$ cat config.mk
export PLATFORM = sky130hd
export DESIGN_NAME = lbp_stream
export DESIGN_NICKNAME = d
export VERILOG_FILES = /design/src/rtl/lbp_stream.sv
export SDC_FILE = /design/constraint.sdc
export NUM_CORES = 1
export LEC_CHECK = 0
export BUFFER_PORTS_ARGS = -buffer_cell sky130_fd_sc_hd__buf_2
export CORE_UTILIZATION = 45
export CTS_BUF_LIST = sky130_fd_sc_hd__clkbuf_4 sky130_fd_sc_hd__clkbuf_8
export DETAILED_ROUTE_END_ITERATION = 8
export SYNTH_ARGS = -nofsm -noshare
export SYNTH_HDL_FRONTEND = slang
export SYNTH_SLANG_ARGS = --single-unit
$ cat constraint.sdc
create_clock -name clk -period 8.8 [get_ports clk]
set_clock_uncertainty 0.15 [all_clocks]
set_input_delay 1.76 -clock clk [delete_from_list [all_inputs] [get_ports clk]]
set_output_delay 1.76 -clock clk [all_outputs]
set_load 0.05 [all_outputs]
$ cat src/rtl/lbp_stream.sv
// Streaming 3x3 local-binary-pattern engine over a row-major gray image.
// A sliding window fetches only the new right column (3 pixels) per result.
module lbp_stream #(
  parameter int IMG_W      = 128,
  parameter int IMG_H      = 128,
  parameter int DATA_W     = 8,
  parameter int ADDR_W     = 14,
  parameter int CMP_STRICT = 0
) (
  input  logic              clk,
  input  logic              reset,
  input  logic              gray_ready,
  output logic [ADDR_W-1:0] gray_addr,
  output logic              gray_req,
  input  logic [DATA_W-1:0] gray_data,
  output logic [ADDR_W-1:0] lbp_addr,
  output logic              lbp_valid,
  output logic [7:0]        lbp_data,
  output logic              finish
);

  typedef enum logic [2:0] {
    S_IDLE, S_FILL, S_LOAD, S_CALC, S_WRITE, S_DONE
  } state_t;

  localparam logic [ADDR_W-1:0] W_A      = ADDR_W'(IMG_W);
  localparam logic [ADDR_W-1:0] LAST_COL = ADDR_W'(IMG_W - 2);
  localparam logic [ADDR_W-1:0] LAST_ROW = ADDR_W'(IMG_H - 2);

  state_t            state_q, state_d;
  logic [ADDR_W-1:0] row_q, row_d, col_q, col_d;
  logic [2:0]        rd_idx_q, rd_idx_d;
  logic              rd_pend_q, rd_pend_d;
  logic [1:0]        pend_row_q, pend_row_d, pend_col_q, pend_col_d;
  logic [DATA_W-1:0] win_q [3][3];
  logic [DATA_W-1:0] win_d [3][3];

  logic [1:0]        tgt_row, tgt_col;
  logic [2:0]        rd_last;
  logic [ADDR_W-1:0] rd_row, rd_col, rd_addr;
  logic [7:0]        code;

  function automatic logic nb_bit(input logic [DATA_W-1:0] n, input logic [DATA_W-1:0] c);
    if (CMP_STRICT != 0) return n > c;
    else                 return n >= c;
  endfunction

  // FILL walks columns 0 and 1 top to bottom; LOAD walks column 2.
  always_comb begin
    tgt_row = 2'd0;
    tgt_col = 2'd2;
    rd_last = 3'd2;
    if (state_q == S_FILL) begin
      rd_last = 3'd5;
      case (rd_idx_q)
        3'd0:    begin tgt_row = 2'd0; tgt_col = 2'd0; end
        3'd1:    begin tgt_row = 2'd1; tgt_col = 2'd0; end
        3'd2:    begin tgt_row = 2'd2; tgt_col = 2'd0; end
        3'd3:    begin tgt_row = 2'd0; tgt_col = 2'd1; end
        3'd4:    begin tgt_row = 2'd1; tgt_col = 2'd1; end
        default: begin tgt_row = 2'd2; tgt_col = 2'd1; end
      endcase
    end else begin
      tgt_row = rd_idx_q[1:0];
    end
    rd_row  = row_q - ADDR_W'(1) + ADDR_W'(tgt_row);
    rd_col  = (state_q == S_FILL) ? ADDR_W'(tgt_col) : col_q + ADDR_W'(1);
    rd_addr = rd_row * W_A + rd_col;
  end

  assign code = {nb_bit(win_q[2][2], win_q[1][1]), nb_bit(win_q[2][1], win_q[1][1]),
                 nb_bit(win_q[2][0], win_q[1][1]), nb_bit(win_q[1][2], win_q[1][1]),
                 nb_bit(win_q[1][0], win_q[1][1]), nb_bit(win_q[0][2], win_q[1][1]),
                 nb_bit(win_q[0][1], win_q[1][1]), nb_bit(win_q[0][0], win_q[1][1])};

  always_comb begin
    state_d    = state_q;
    row_d      = row_q;
    col_d      = col_q;
    rd_idx_d   = rd_idx_q;
    rd_pend_d  = 1'b0;
    pend_row_d = pend_row_q;
    pend_col_d = pend_col_q;
    win_d      = win_q;
    gray_req   = 1'b0;
    gray_addr  = '0;
    lbp_valid  = 1'b0;
    lbp_addr   = '0;
    lbp_data   = '0;
    finish     = 1'b0;

    // A read issued last cycle lands regardless of the current stall state.
    if (rd_pend_q) win_d[pend_row_q][pend_col_q] = gray_data;

    unique case (state_q)
      S_IDLE: begin
        if (gray_ready) begin
          state_d  = S_FILL;
          row_d    = ADDR_W'(1);
          col_d    = ADDR_W'(1);
          rd_idx_d = '0;
        end
      end
      S_FILL, S_LOAD: begin
        if (gray_ready) begin
          gray_req   = 1'b1;
          gray_addr  = rd_addr;
          rd_pend_d  = 1'b1;
          pend_row_d = tgt_row;
          pend_col_d = tgt_col;
          if (rd_idx_q == rd_last) begin
            rd_idx_d = '0;
            state_d  = (state_q == S_FILL) ? S_LOAD : S_CALC;
          end else begin
            rd_idx_d = rd_idx_q + 3'd1;
          end
        end
      end
      S_CALC: state_d = S_WRITE;
      S_WRITE: begin
        lbp_valid = 1'b1;
        lbp_addr  = row_q * W_A + col_q;
        lbp_data  = code;
        for (int i = 0; i < 3; i++) begin
          win_d[i][0] = win_q[i][1];
          win_d[i][1] = win_q[i][2];
        end
        if (col_q != LAST_COL) begin
          col_d   = col_q + ADDR_W'(1);
          state_d = S_LOAD;
        end else if (row_q != LAST_ROW) begin
          row_d   = row_q + ADDR_W'(1);
          col_d   = ADDR_W'(1);
          state_d = S_FILL;
        end else begin
          state_d = S_DONE;
        end
      end
      S_DONE:  finish = 1'b1;
      default: state_d = S_IDLE;
    endcase
  end

  always_ff @(posedge clk) begin
    if (reset) begin
      state_q    <= S_IDLE;
      row_q      <= '0;
      col_q      <= '0;
      rd_idx_q   <= '0;
      rd_pend_q  <= 1'b0;
      pend_row_q <= '0;
      pend_col_q <= '0;
      for (int i = 0; i < 3; i++)
        for (int j = 0; j < 3; j++)
          win_q[i][j] <= '0;
    end else begin
      state_q    <= state_d;
      row_q      <= row_d;
      col_q      <= col_d;
      rd_idx_q   <= rd_idx_d;
      rd_pend_q  <= rd_pend_d;
      pend_row_q <= pend_row_d;
      pend_col_q <= pend_col_d;
      win_q      <= win_d;
    end
  end

endmodule

**Word level (Yosys, flattened, before mapping)**

Index checks and enable logic that the tools add are counted.

- Output and inout port bits: 39
- Register bits: 111
- Bits of input ports: 11
- Word-level logic and storage cells: 113

- Reduce and logical (&&, ||, !) cells: 16
- Equal/unequal tests: 18
- Mux-type cells: 41
- Bitwise operators: 3
- Add/sub/neg operators: 7
- Magnitude comparators: 12

Operator list:

| kind | number |
|---|---|
| 14-bit two-way mux | 9 |
| 72-bit bitwise mux | 1 |
| 72-bit two-way mux | 1 |
| 8-bit greater-or-equal comparator | 8 |
| 14-bit one-hot mux with 2 select lines | 2 |
| 24-bit demux with 2-bit select | 1 |
| 16-bit two-way mux | 3 |
| 14-bit by 1-bit adder with 14-bit output (second input constant) | 2 |
| 14-bit adder | 2 |
| 14-bit by 7-bit != test with 1-bit output (second input constant) | 2 |
| 3-bit two-way mux | 9 |
| 24-bit two-way mux | 1 |
| 8-bit demux with 2-bit select | 1 |
| 8-bit two-way mux | 2 |
| 3-bit one-hot mux with 5 select lines | 1 |
| 3-bit by 2-bit equality test with 1-bit output (second input constant) | 4 |
| 2-bit != test (second input constant) | 5 |
| 3-bit equality test (second input constant) | 3 |
| 4-bit AND reduction | 2 |
| 7-bit by 2-bit adder with 7-bit output | 1 |
| 7-bit by 1-bit subtractor with 7-bit output (second input constant) | 1 |
| 3-bit by 1-bit equality test with 1-bit output (second input constant) | 2 |
| 3-bit greater-or-equal comparator (second input constant) | 2 |
| 3-bit zero test | 2 |
| other kinds (16) | 30 |

**Logic depth before layout (Yosys ltp)**

Gate-level depths: netlist of run 1.

- Depth after elaboration: 10
- Gate-level depth with buffers: 19
- Gate-level depth less buffers: 19

**Worst setup path before layout of run 1**

Ideal clock, no wire load.

- Path type: reg-to-output
- From: register state_q[0]
- To: output port gray_addr[13]
- Path buffers: 1
- Slack: 2764 ps
- Arrival time: 4126 ps
- Stages on the path, launching flop included: 18
- Cell sequence: dfxtp_1 clkbuf_1 nor3b_1 nand2_1 mux2i_1 ha_1 inv_1 ha_1 inv_1 fa_1 inv_1 ha_1 a211oi_1 o21bai_1 a21oi_1 xnor3_1 xnor2_1 nor2_1

- Word-level cells in the longest chain between the ends: 6
- Elaborated cells between the ends (all ways): 10

Ends and longest elaborated chain:

| element | RTL line | source |
|---|---|---|
| from (decl) | 30 | `state_t state_q, state_d;` |
| from (signal assigned) | 157 | `state_q <= state_d;` |
| 3-bit by 1-bit equality test with 1-bit output | 53, 67, 95 |  |
| 2-bit two-way mux | 53 | `if (state_q == S_FILL) begin` |
| 7-bit by 2-bit adder with 7-bit output or 14-bit two-way mux (tied branches) | 66, 67 |  |
| 14-bit adder | 68 | `rd_addr = rd_row * W_A + rd_col;` |
| 14-bit two-way mux | 105 | `if (gray_ready) begin` |
| 14-bit two-way mux (*) | 95 | `unique case (state_q)` |
| to (decl) | 13 | `output logic [ADDR_W-1:0] gray_addr,` |

Every way passes the cells marked *; elsewhere a longest branch is shown, timed or not.

**Final worst setup path of run 1**

Ends and elaborated chain as after synthesis.

==> metrics.csv, run 1 <==
stage;metric;value;unit
logic_synthesis;synth-edff-count;0;
die;fp.dieW;130;um
logic_synthesis;yosysWarningCount;0;
placed_design;gp_congestion;0.855;
critical_path;regToRegEndpoint;row_q[12];
critical_path;worstPathArrival;5.08;ns
logic_synthesis;ys_ff_latch;111;
cts;cts_buffers;9;
placed_design;portBuffers;49;
logic_synthesis;synth_area;7400;um2
final_layout;regArea;2220;um2
final_layout;nets;976;
power_and_ir_drop;irDropWorstVdd;0.0755;mV
cts;post_cts_buffers;0;
logic_synthesis;synthCells;852;
sta;drv_slew;0;
critical_path;crit_fanout;12;
die;die_area;17000;um2
logic_synthesis;synth_common_cells;nor2_1, dfxtp_1, ha_1;
final_layout;n_fill_cell;1575;
status;run_status;completed;
global_route;grt_max_degree;94;
sta;max_freq;143;MHz
drt;vias;5956;
global_route;grt-ovfl-total;0;
power_and_ir_drop;leakage;3.51;nW
sta;grt_setup_unrepaired;no;
sta;setup_viol;0;
logic_synthesis;syn_avg_cell_area;8.69;um2
logic_synthesis;async_flop_share;0;
logic_synthesis;ys_seq_area_frac;0.300;
sta;fin_crit;6.99;ns
placed_design;dp_cells;1072;
final_layout;synthToLayoutAreaGrowth;7.65;%
critical_path;r2r_cells;8;
power_and_ir_drop;power;0.000980;W
drt;route.final.wire_length;17700;um
critical_path;rrSetupSlack;5.85;ns
logic_synthesis;synth-main-ff-cell;dfxtp_1;
cts;root_buffer;clkbuf_8;
critical_path;worstSetupStartpointType;flop;
die;die_h;130;um
sta;tns;0;ns
final_layout;drive_gt1_frac;0.0975;
sta;finalHoldViolCount;0;
logic_synthesis;synth_area_leaders;dfxtp_1, ha_1, mux2i_1;
drt;vias_per_cell;5.47;
cts;cts_tree;done;
drt;drc;0;
cts;postCtsHoldBufs;0;
run;maxCapViolations;0;
logic_synthesis;syn_nets;961;
logic_synthesis;yosysMostFrequentCell;nor2_1;
global_route;antenna_found_initial;0;
drt;drtIter0Drc;276;
die;placementRows;46;
logic_synthesis;synth_top_area_frac;0.300;
critical_path;critPathLaunch;state_q[0];
logic_synthesis;yosys.area.top_type;dfxtp_1;
final_layout;diodes;0;
sta;worst_slew_pin_slew;1.15;ns
drt;wire_per_inst;16.3;um
cts;h-tree-depth;3;
critical_path;crit_required;6.89;ns
critical_path;crit_type;flop to primary output;
sta;fin_crit_sh;0.794;
cts;clock_latency;0.39;ns
die;start_util;0.463;
final_layout;fin_cells;1088;
cts;cts-resized-gates;0;
critical_path;end_kind;primary output;
drt;postRouteAntennaNets;0;
min_path;min_path_type;flop to flop;
global_route;grt_pass1_wl;28800;um
placed_design;dpl.hpwl;12800;um
power_and_ir_drop;powerDensity;123;nW/um2
global_route;grt_pass1_vias;5596;
die;core_area;16000;um2
cts;clk_pin_slew_worst_paths;0.10;ns
critical_path;crit_path_end;gray_addr[13];
cts;clk_path_buf_depth;2;
drt;first_pass_iters;5;
sta;slew_headroom;0.231;
critical_path;rr_startpoint;state_q[0];
final_layout;multi_input_area;4820;um2
global_route;track_usage;0.218;
cts;cts_num_sinks;111;
logic_synthesis;synth_cell_types;49;
die;ios;50;
## cells in the final DEF (no fill, tap or decap), drive strengths merged, types with 10 or more instances in the layout
cell type	n
nand3	11
clkbuf	10
dfxtp	111
nand2b	10
a21o	23
nor2	150
a211oi	77
inv	45
xnor2	23
mux2i	76
a21oi	41
ha	95
o21ai	11
nand2	24
buf	56
xor2	16
## area by class of cell
class                      instances  share of cell area
tap                              216              0.0339
clock buffer                      10              0.0165
sequential                       111               0.279
inverter                          41              0.0193
multi-input combinational        648               0.605
clock inverter                     6             0.00910
timing repair buffer              56              0.0374
## kinds of logic after synthesis
| kind of cell | count (synthesis) | synth area share |
|---|---|---|
| flip-flops | 111 | 0.300 |
| XOR/XNOR | 40 | 0.0492 |
| AND/OR/NAND/NOR | 257 | 0.164 |
| adder cells (fa/ha/maj) | 98 | 0.169 |
| multiplexers | 76 | 0.103 |
| buffers and inverters | 93 | 0.0504 |
| AO/OA/AOI/OAI | 177 | 0.165 |
## stage by stage
stage	utilization	hold WS, ns	worst slack [ns]	cell area [um2]
6_report	0.498	0.359	1.81	7970
5_1_grt	0.498	0.398	1.29	7970
4_1_cts	0.498	0.366	1.81	7970
3_5_place_dp	0.485	0.351	2.28	7770
3_3_place_gp	0.485	0.330	2.38	7770
2_1_floorplan	-	0.317	2.76	7400
## worst min path at each step
stage,start,endpoint,slack (ns),cells after the start
2_1_floorplan,row_q[12],row_q[12],0.32,2
3_3_place_gp,row_q[12],row_q[12],0.33,2
3_5_place_dp,row_q[12],row_q[12],0.35,2
4_1_cts,row_q[12],row_q[12],0.37,2
5_1_grt,row_q[12],row_q[12],0.40,2
6_report,row_q[12],row_q[12],0.36,2
## critical path, stage by stage (launching register included)
cell and delay, ns:
dfxtp_1 0.53, nor3b_1 0.88, nand2_1 0.16, mux2i_1 0.24, ha_1 0.26, inv_1 0.06, ha_1 0.19, inv_1 0.06
fa_1 0.47, inv_1 0.04, ha_1 0.34, a211oi_1 0.31, o21bai_1 0.12, a21oi_1 0.19, xnor3_1 0.35, xnor2_1 0.13
nor2_1 0.07, buf_2 0.26
## power by group
part,leakage [nW],switching (W),internal (W)
combinational,2.52,0.0000857,0.0000495
sequential,0.895,0.00000986,0.000509
clock,0.102,0.000186,0.000139
total,3.51,0.000282,0.000698
## metal layers
metal	wire, um	global-route usage	vias to the layer above
met5	0	0	-
met4	205	0.0616	0
met3	595	0.0226	13
met2	8470	0.364	100
met1	8460	0.297	2775
li1	-	-	3068
## state kept, by name, summed over array words and instances (netlist names)
| register | flops |
|---|---|
| rd_pend_q | 1 |
| state_q | 3 |
| row_q | 14 |
| rd_idx_q | 3 |
| win_q | 72 |
| col_q | 14 |
| pend_col_q | 2 |
| pend_row_q | 2 |
Power figures use the tool's default switching activity.
==> inputs of run 2 (changes only) <==
ABC_AREA = 1   (was not set)
clock period = 5.75 ns   (was 8.8 ns; I/O delays follow)
==> run 2 against run 1 <==
Against the previous run:
- area after synthesis up 5.6%
- sequential share of layout area down 1.3 points
- cell area up 5.0%
- via count up 26%
- non-clock buffer count down 4
- utilization up 0.13 points
- die area up 5.5%
- register-to-register slack worse by 3.0 ns
- critical path depth up 5
- flip-flop and latch count unchanged
- clock power up 56%
- critical endpoint unchanged
- largest power group is now combinational cells
==> metrics.csv, run 2 <==
stage;metric;value;unit;change
status;run_status;completed;;unchanged
die;placementRows;47;;was 46
power_and_ir_drop;leakage;3.92;nW;was 3.51 nW
die;fp.dieW;134;um;was 130 um
sta;grt_setup_unrepaired;no;;unchanged
drt;wire_per_inst;15.8;um;was 16.3 um
placed_design;dpl.hpwl;16000;um;was 12,800 um
drt;dr_wl_met2;9350;um;was 8470 um
die;core_area;16800;um2;was 16,000 um2
final_layout;regArea;2220;um2;unchanged
cts;cts_buffers;9;;unchanged
final_layout;nets;1277;;was 976
power_and_ir_drop;irDropWorstVdd;0.160;mV;was 0.0755 mV
die;die_area;17900;um2;was 17,000 um2
drt;highest-signal-layer;met4;;unchanged
placed_design;gp_congestion;0.898;;was 0.855
global_route;grt_max_degree;67;;was 94
critical_path;worstSetupStartpointType;flop;;unchanged
run;maxCapViolations;0;;unchanged
drt;postRouteAntennaNets;0;;unchanged
logic_synthesis;yosysMostFrequentCell;nand2_1;;was nor2_1
die;die_h;134;um;was 130 um
logic_synthesis;ys_ff_latch;111;;unchanged
sta;timing.hold.ws;0.335;ns;was 0.359 ns
logic_synthesis;yosys.area.top_type;dfxtp_1;;unchanged
final_layout;synthToLayoutAreaGrowth;7.07;%;was 7.65%
critical_path;crit_required;4.45;ns;was 6.89 ns
logic_synthesis;synth-main-ff-cell;dfxtp_1;;unchanged
global_route;grt_pass1_vias;6671;;was 5,596
cts;postCtsHoldBufs;0;;unchanged
critical_path;worst_path_max_delay_cell;dfxtp_1;;was nor3b_1
cts;cts_tree;done;;unchanged
logic_synthesis;synth_common_cells;nand2_1, inv_1, nor2_1;;was nor2_1, dfxtp_1, ha_1
final_layout;utilization;0.500;;was 0.498
logic_synthesis;synth_area;7820;um2;was 7400 um2
sta;slew_headroom;0.497;;was 0.231
drt;wirelength_met1;11100;um;was 8460 um
cts;clk_path_buf_depth;2;;unchanged
drt;vias;7484;;was 5,956
sta;fin_crit;5.26;ns;
logic_synthesis;syn_avg_cell_area;6.88;um2;was 8.69 um2
min_path;min-delay-start;win_q[36];;was row_q[12]
final_layout;n_fill_cell;1761;;was 1,575
power_and_ir_drop;powerDensity;270;nW/um2;was 123 nW/um2
global_route;antenna_found_initial;0;;unchanged
critical_path;path_delay_family;adder cells;;unchanged
critical_path;max_stage_delay;0.44;ns;was 0.88 ns
logic_synthesis;syn_nets;1245;;was 961
critical_path;end_kind;primary output;;unchanged
global_route;track_usage;0.254;;was 0.218
drt;drc;0;;unchanged
drt;route.final.wire_length;22000;um;was 17,700 um
drt;drtIter0Drc;579;;was 276
sta;fin_crit_sh;0.915;;
cts;cts_num_sinks;111;;unchanged
sta;max_freq;190;MHz;
die;start_util;0.467;;was 0.463
cts;root_buffer;clkbuf_8;;unchanged
final_layout;multi_input_area;4820;um2;unchanged
logic_synthesis;ys_seq_area_frac;0.284;;was 0.300
logic_synthesis;synth_area_leaders;dfxtp_1, ha_1, nand2_1;;was dfxtp_1, ha_1, mux2i_1
logic_synthesis;synth_top_area_frac;0.284;;was 0.300
final_layout;drive_gt1_frac;0.0904;;was 0.0975
final_layout;top_register;win_q;;unchanged
final_layout;diodes;0;;unchanged
die;ios;50;;unchanged
global_route;grt_pass1_wl;35600;um;was 28,800 um
sta;finalHoldViolCount;0;;unchanged
sta;worst_slew_pin_slew;0.752;ns;was 1.15 ns
cts;cts-resized-gates;0;;unchanged
cts;h-tree-depth;3;;unchanged
logic_synthesis;synthCells;1136;;was 852
drt;dr_wl_met3;1340;um;was 595 um
drt;vias_per_cell;5.38;;was 5.47
placed_design;portBuffers;49;;unchanged
final_layout;largestRegisters;win_q (72), col_q (14), row_q (14);;unchanged
sta;setup_viol;0;;unchanged
cts;post_cts_buffers;0;;unchanged
sta;tns;0;ns;unchanged
critical_path;rr_startpoint;state_q[1];;was state_q[0]
sta;drv_slew;0;;unchanged
critical_path;worstPathArrival;3.96;ns;was 5.08 ns
logic_synthesis;synth_cell_types;50;;was 49
logic_synthesis;synth-edff-count;0;;unchanged
final_layout;final_cell_mix;nand2_1, inv_1, nor2_1;;was nor2_1, dfxtp_1, ha_1
critical_path;crit_fanout;8;;was 12
critical_path;crit_type;flop to primary output;;unchanged
logic_synthesis;async_flop_share;0;;unchanged
logic_synthesis;yosysWarningCount;0;;unchanged
cts;clk_pin_slew_worst_paths;0.11;ns;was 0.10 ns
critical_path;critPathLaunch;state_q[0];;unchanged
critical_path;path_cells;inv_2 -> nor2_4 -> nand2_4 -> nor2_2 -> nand2_1 -> nand2_1 -> nand2_1 -> ha_1 -> inv_1 -> ha_1 -> inv_1 -> fa_1 -> o21ai_0 -> a21oi_1 -> xnor2_1 -> ha_1 -> a21oi_1 -> o21ai_0 -> nor2_1 -> a21oi_1 -> nor2_1 -> buf_2;;was nor3b_1 -> nand2_1 -> mux2i_1 -> ha_1 -> inv_1 -> ha_1 -> inv_1 -> fa_1 -> inv_1 -> ha_1 -> a211oi_1 -> o21bai_1 -> a21oi_1 -> xnor3_1 -> xnor2_1 -> nor2_1 -> buf_2
final_layout;largest_reg_flops;72;;unchanged
cts;clock_latency;0.41;ns;was 0.39 ns
global_route;grt-ovfl-total;0;;unchanged
drt;first_pass_iters;5;;unchanged
critical_path;path_buf_inv;4;;unchanged
min_path;min_path_type;flop to flop;;unchanged
final_layout;final_common_cell;nand2_1;;was nor2_1
==> run 2: cell types whose count changed after synthesis, moves of 27 or more <==
cell / previous run / this run
nand2_1: 24 / 273
nand3_1: 11 / 38
a21oi_1: 41 / 85
mux2i_1: 76 / 0
a211oi_1: 77 / 0
inv_1: 41 / 142
o21ai_0: 9 / 66
==> run 2: area by class of cell <==
type | count | share of cell area
clock buffer | 10 | 0.0157
clock inverter | 5 | 0.00807
inverter | 153 | 0.0698
multi-input combinational | 841 | 0.576
sequential | 111 | 0.265
tap | 220 | 0.0329
timing repair buffer | 52 | 0.0320
==> run 2: cell families (layout without fill, tap and decap cells) <==
group                    count (synthesis)  in the layout  share of synthesized area
AO/OA/AOI/OAI                          222            222                      0.163
XOR/XNOR                                18             18                     0.0202
adder cells (fa/ha/maj)                 98             98                      0.160
buffers and inverters                  184            220                     0.0989
flip-flops                             111            111                      0.284
AND/OR/NAND/NOR                        503            503                      0.274
==> run 2: layer usage <==
metal / vias to the layer above / track usage
met2: 203 / 0.383
met4: 0 / 0.0543
li1: 3819 / -
met1: 3446 / 0.378
met3: 16 / 0.0393
met5: - / 0
==> run 2: per-stage QoR <==
| stage | total power [W] | cells | cell area, um2 | setup WS [ns] |
|---|---|---|---|---|
| finish | 0.00226 | 1392 | 8370 | 0.490 |
| CTS | 0.00227 | 1392 | 8370 | 0.465 |
| detailed placement | 0.00176 | 1377 | 8170 | 0.957 |
| global placement | 0.00176 | 1377 | 8170 | 0.987 |
| floorplan | 0.00158 | 1136 | 7820 | 0.867 |
| global route | 0.00242 | 1392 | 8370 | 0.125 |
==> run 2: final timing paths <==
kind	endpoint	slack, ns	cells past startpoint
setup / recovery	gray_addr[13]	0.49	22
hold / removal	win_q[36]	0.33	2
setup reg to reg	win_q[23]	2.81	8
hold reg to reg	win_q[36]	0.33	2
==> run 2: worst min-delay path, cell delays in order, from the launching register on <==
cell and delay (ns):
dfxtp_1 0.32, nand2_1 0.06, a31oi_1 0.06
==> run 2: where the power goes <==
| group | internal [W] | leakage, nW | switching (W) |
|---|---|---|---|
| clock network | 0.000210 | 0.0958 | 0.000297 |
| logic | 0.000270 | 2.93 | 0.000613 |
| registers | 0.000818 | 0.896 | 0.0000512 |
| total | 0.00130 | 3.92 | 0.000962 |
==> inputs of run 3 (changes only) <==
CORE_ASPECT_RATIO = 1.2   (was not set)
CORE_MARGIN = 2   (was not set)
==> run 3 against run 2 <==
Against the previous run:
- critical path depth rose by 1
- cell count fell by 0.22%
- fmax rose by 1.2%
- sequential share of layout area barely moved
- power fell by 1.4%
- routed wire length fell by 0.94%
- count of clock-buffer cells in the layout fell by 1
- clock power fell by 5.9%
- sequential power barely moved
- worst setup slack improved by 0.060 ns
- combinational power barely moved
==> metrics.csv, run 3 (same netlist as run 2, synthesis figures left out) <==
stage;metric;value;unit;change
global_route;grt_pass1_wl;35500;um;was 35,600 um
critical_path;critPathLaunch;state_q[0];;unchanged
critical_path;crit_path_frequent_cell;nand2_1;;
die;die_h;148;um;was 134 um
die;start_util;0.462;;was 0.467
critical_path;end_kind;primary output;;unchanged
die;core_area;16900;um2;was 16,800 um2
cts;clk_path_buf_depth;2;;unchanged
critical_path;regToRegEndpoint;row_q[7];;was win_q[23]
critical_path;rr_startpoint;state_q[1];;unchanged
global_route;grt-ovfl-total;0;;unchanged
final_layout;final_common_cell;nand2_1;;unchanged
drt;vias_per_cell;5.33;;was 5.38
global_route;antenna_found_initial;0;;unchanged
min_path;holdPathStages;2;;unchanged
die;fp.dieW;124;um;was 134 um
critical_path;crit_required;4.45;ns;about the same
critical_path;crit_type;flop to primary output;;unchanged
cts;cts_tree;done;;unchanged
cts;root_buffer;clkbuf_8;;unchanged
final_layout;largestRegisters;win_q (72), col_q (14), row_q (14);;unchanged
global_route;gr-usage-met3;0.0201;;was 0.0393
placed_design;gp_congestion;0.840;;was 0.898
sta;finalHoldViolCount;0;;unchanged
critical_path;worstSetupStartpointType;flop;;unchanged
sta;drv_slew;0;;unchanged
die;die_area;18500;um2;was 17,900 um2
placed_design;dp_cells;1373;;was 1,377
sta;tns;0;ns;unchanged
final_layout;fin_cells;1389;;was 1,392
cts;h-tree-depth;3;;unchanged
sta;max_freq;192;MHz;was 190 MHz
sta;setup_viol;0;;unchanged
global_route;grt.met2_usage;0.445;;was 0.383
drt;vias;7402;;was 7,484
drt;postRouteAntennaNets;0;;unchanged
die;ios;50;;unchanged
cts;postCtsHoldBufs;0;;unchanged
cts;post_cts_buffers;0;;unchanged
global_route;track_usage;0.238;;was 0.254
final_layout;synthToLayoutAreaGrowth;6.88;%;was 7.07%
drt;drc;0;;unchanged
status;run_status;completed;;unchanged
sta;grt_setup_unrepaired;no;;unchanged
final_layout;diodes;0;;unchanged
placed_design;portBuffers;49;;unchanged
min_path;min_path_type;flop to flop;;unchanged
critical_path;r2r_cells;8;;unchanged
min_path;hold_end;win_q[48];;was win_q[36]
run;maxCapViolations;0;;unchanged
sta;worst_slew_pin_slew;0.971;ns;was 0.752 ns
drt;route.final.wire_length;21800;um;was 22,000 um
drt;wire_per_inst;15.7;um;was 15.8 um
cts;cts_num_sinks;111;;unchanged
critical_path;max_stage_delay;0.43;ns;was 0.44 ns
critical_path;worstPathArrival;3.90;ns;was 3.96 ns
cts;clock_latency;0.40;ns;was 0.41 ns
global_route;top_usage_layer;met2;;unchanged
sta;fin_crit;5.20;ns;was 5.26 ns
min_path;min-delay-start;win_q[48];;was win_q[36]
cts;clk_pin_slew_worst_paths;0.11;ns;about the same
final_layout;final_cell_mix;nand2_1, inv_1, nor2_1;;unchanged
global_route;grt_max_degree;51;;was 67
sta;slew_headroom;0.353;;was 0.497
final_layout;nets;1277;;unchanged
cts;cts_buffers;9;;unchanged
final_layout;drive_gt1_frac;0.0912;;was 0.0904
final_layout;largest_reg_flops;72;;unchanged
global_route;grt_use_met1;0.281;;was 0.378
sta;fin_crit_sh;0.904;;was 0.915
die;placementRows;52;;was 47
power_and_ir_drop;powerDensity;267;nW/um2;was 270 nW/um2
critical_path;crit_fanout;8;;unchanged
critical_path;worst_path_max_delay_cell;dfxtp_1;;unchanged
cts;cts-resized-gates;0;;unchanged
power_and_ir_drop;leakage;3.92;nW;about the same
power_and_ir_drop;irDropWorstVdd;0.133;mV;was 0.160 mV
final_layout;top_register;win_q;;unchanged
placed_design;dpl.hpwl;16300;um;was 16,000 um
global_route;grt_pass1_vias;6997;;was 6,671
drt;first_pass_iters;5;;unchanged
drt;drtIter0Drc;359;;was 579
critical_path;path_cells;inv_2 -> nor2_4 -> nand2_4 -> nor2_2 -> nand2_1 -> nand2_1 -> nand2_1 -> ha_1 -> inv_1 -> ha_1 -> inv_1 -> fa_1 -> o21ai_0 -> a21oi_1 -> xnor2_1 -> ha_1 -> nand2_1 -> o21ai_0 -> nor2_1 -> nand3_1 -> nand2_1 -> nor2_1 -> buf_2;;was inv_2 -> nor2_4 -> nand2_4 -> nor2_2 -> nand2_1 -> nand2_1 -> nand2_1 -> ha_1 -> inv_1 -> ha_1 -> inv_1 -> fa_1 -> o21ai_0 -> a21oi_1 -> xnor2_1 -> ha_1 -> a21oi_1 -> o21ai_0 -> nor2_1 -> a21oi_1 -> nor2_1 -> buf_2
critical_path;rrSetupSlack;2.89;ns;was 2.81 ns
## run 3: cell types whose count changed in the layout (fill, tap and decap cells not counted)
cell	change
bufinv_16	-1
clkinv_4	+1
clkbuf_4	-1
clkinv_2	+1
inv_8	-2
clkinvlp_4	-2
clkinv_8	+1
inv_6	+4
## run 3: cell type report
| class | instances | area, um2 |
|---|---|---|
| fill | 1851 | 8560 |
| clock inverter | 7 | 65.1 |
| multi-input combinational | 841 | 4820 |
| clock buffer | 9 | 124 |
| tap | 216 | 270 |
| sequential | 111 | 2220 |
| inverter | 153 | 584 |
| timing repair buffer | 52 | 268 |
## run 3: worst max-delay path: cells and delay by family, from the launching register on
family,cells,cell delay (ns)
flip-flops,1,0.43
AO/OA/AOI/OAI,3,0.44
adder cells (fa/ha/maj),4,1.13
buffers and inverters,4,0.46
AND/OR/NAND/NOR,11,0.91
XOR/XNOR,1,0.13
## run 3: where the power goes
group | switching (W) | leakage [nW] | internal, W
registers | 0.0000514 | 0.896 | 0.000818
logic | 0.000610 | 2.93 | 0.000272
clock network | 0.000310 | 0.0978 | 0.000168
total | 0.000971 | 3.92 | 0.00126
## run 3: layer usage
layer / up-vias / part of all wire / wire length (um)
li1: 3822 / - / -
met4: 0 / 0.036 / 789
met3: 39 / 0.027 / 594
met1: 3402 / 0.44 / 9570
met5: - / 0 / 0
met2: 139 / 0.50 / 10900
## run 3: how the worst max path moves through the flow
| stage | endpoint | slack (ns) |
|---|---|---|
| 2_1_floorplan | gray_addr[12] | 0.87 |
| 3_3_place_gp | gray_addr[13] | 1.03 |
| 3_5_place_dp | gray_addr[13] | 0.97 |
| 4_1_cts | gray_addr[13] | 0.53 |
| 5_1_grt | gray_addr[12] | 0.16 |
| 6_report | gray_addr[13] | 0.55 |
## run 3: stage by stage
stage                     total power, W  setup slack [ns]  utilization  hold WS [ns]  area [um2]
after floorplan                  0.00158             0.867            -         0.298        7820
after global placement           0.00176              1.03        0.483         0.317        8170
after detailed placement         0.00177             0.970        0.483         0.320        8170
after CTS                        0.00224             0.529        0.494         0.335        8360
after global routing             0.00238             0.157        0.494         0.352        8360
final                            0.00223             0.549        0.494         0.338        8360
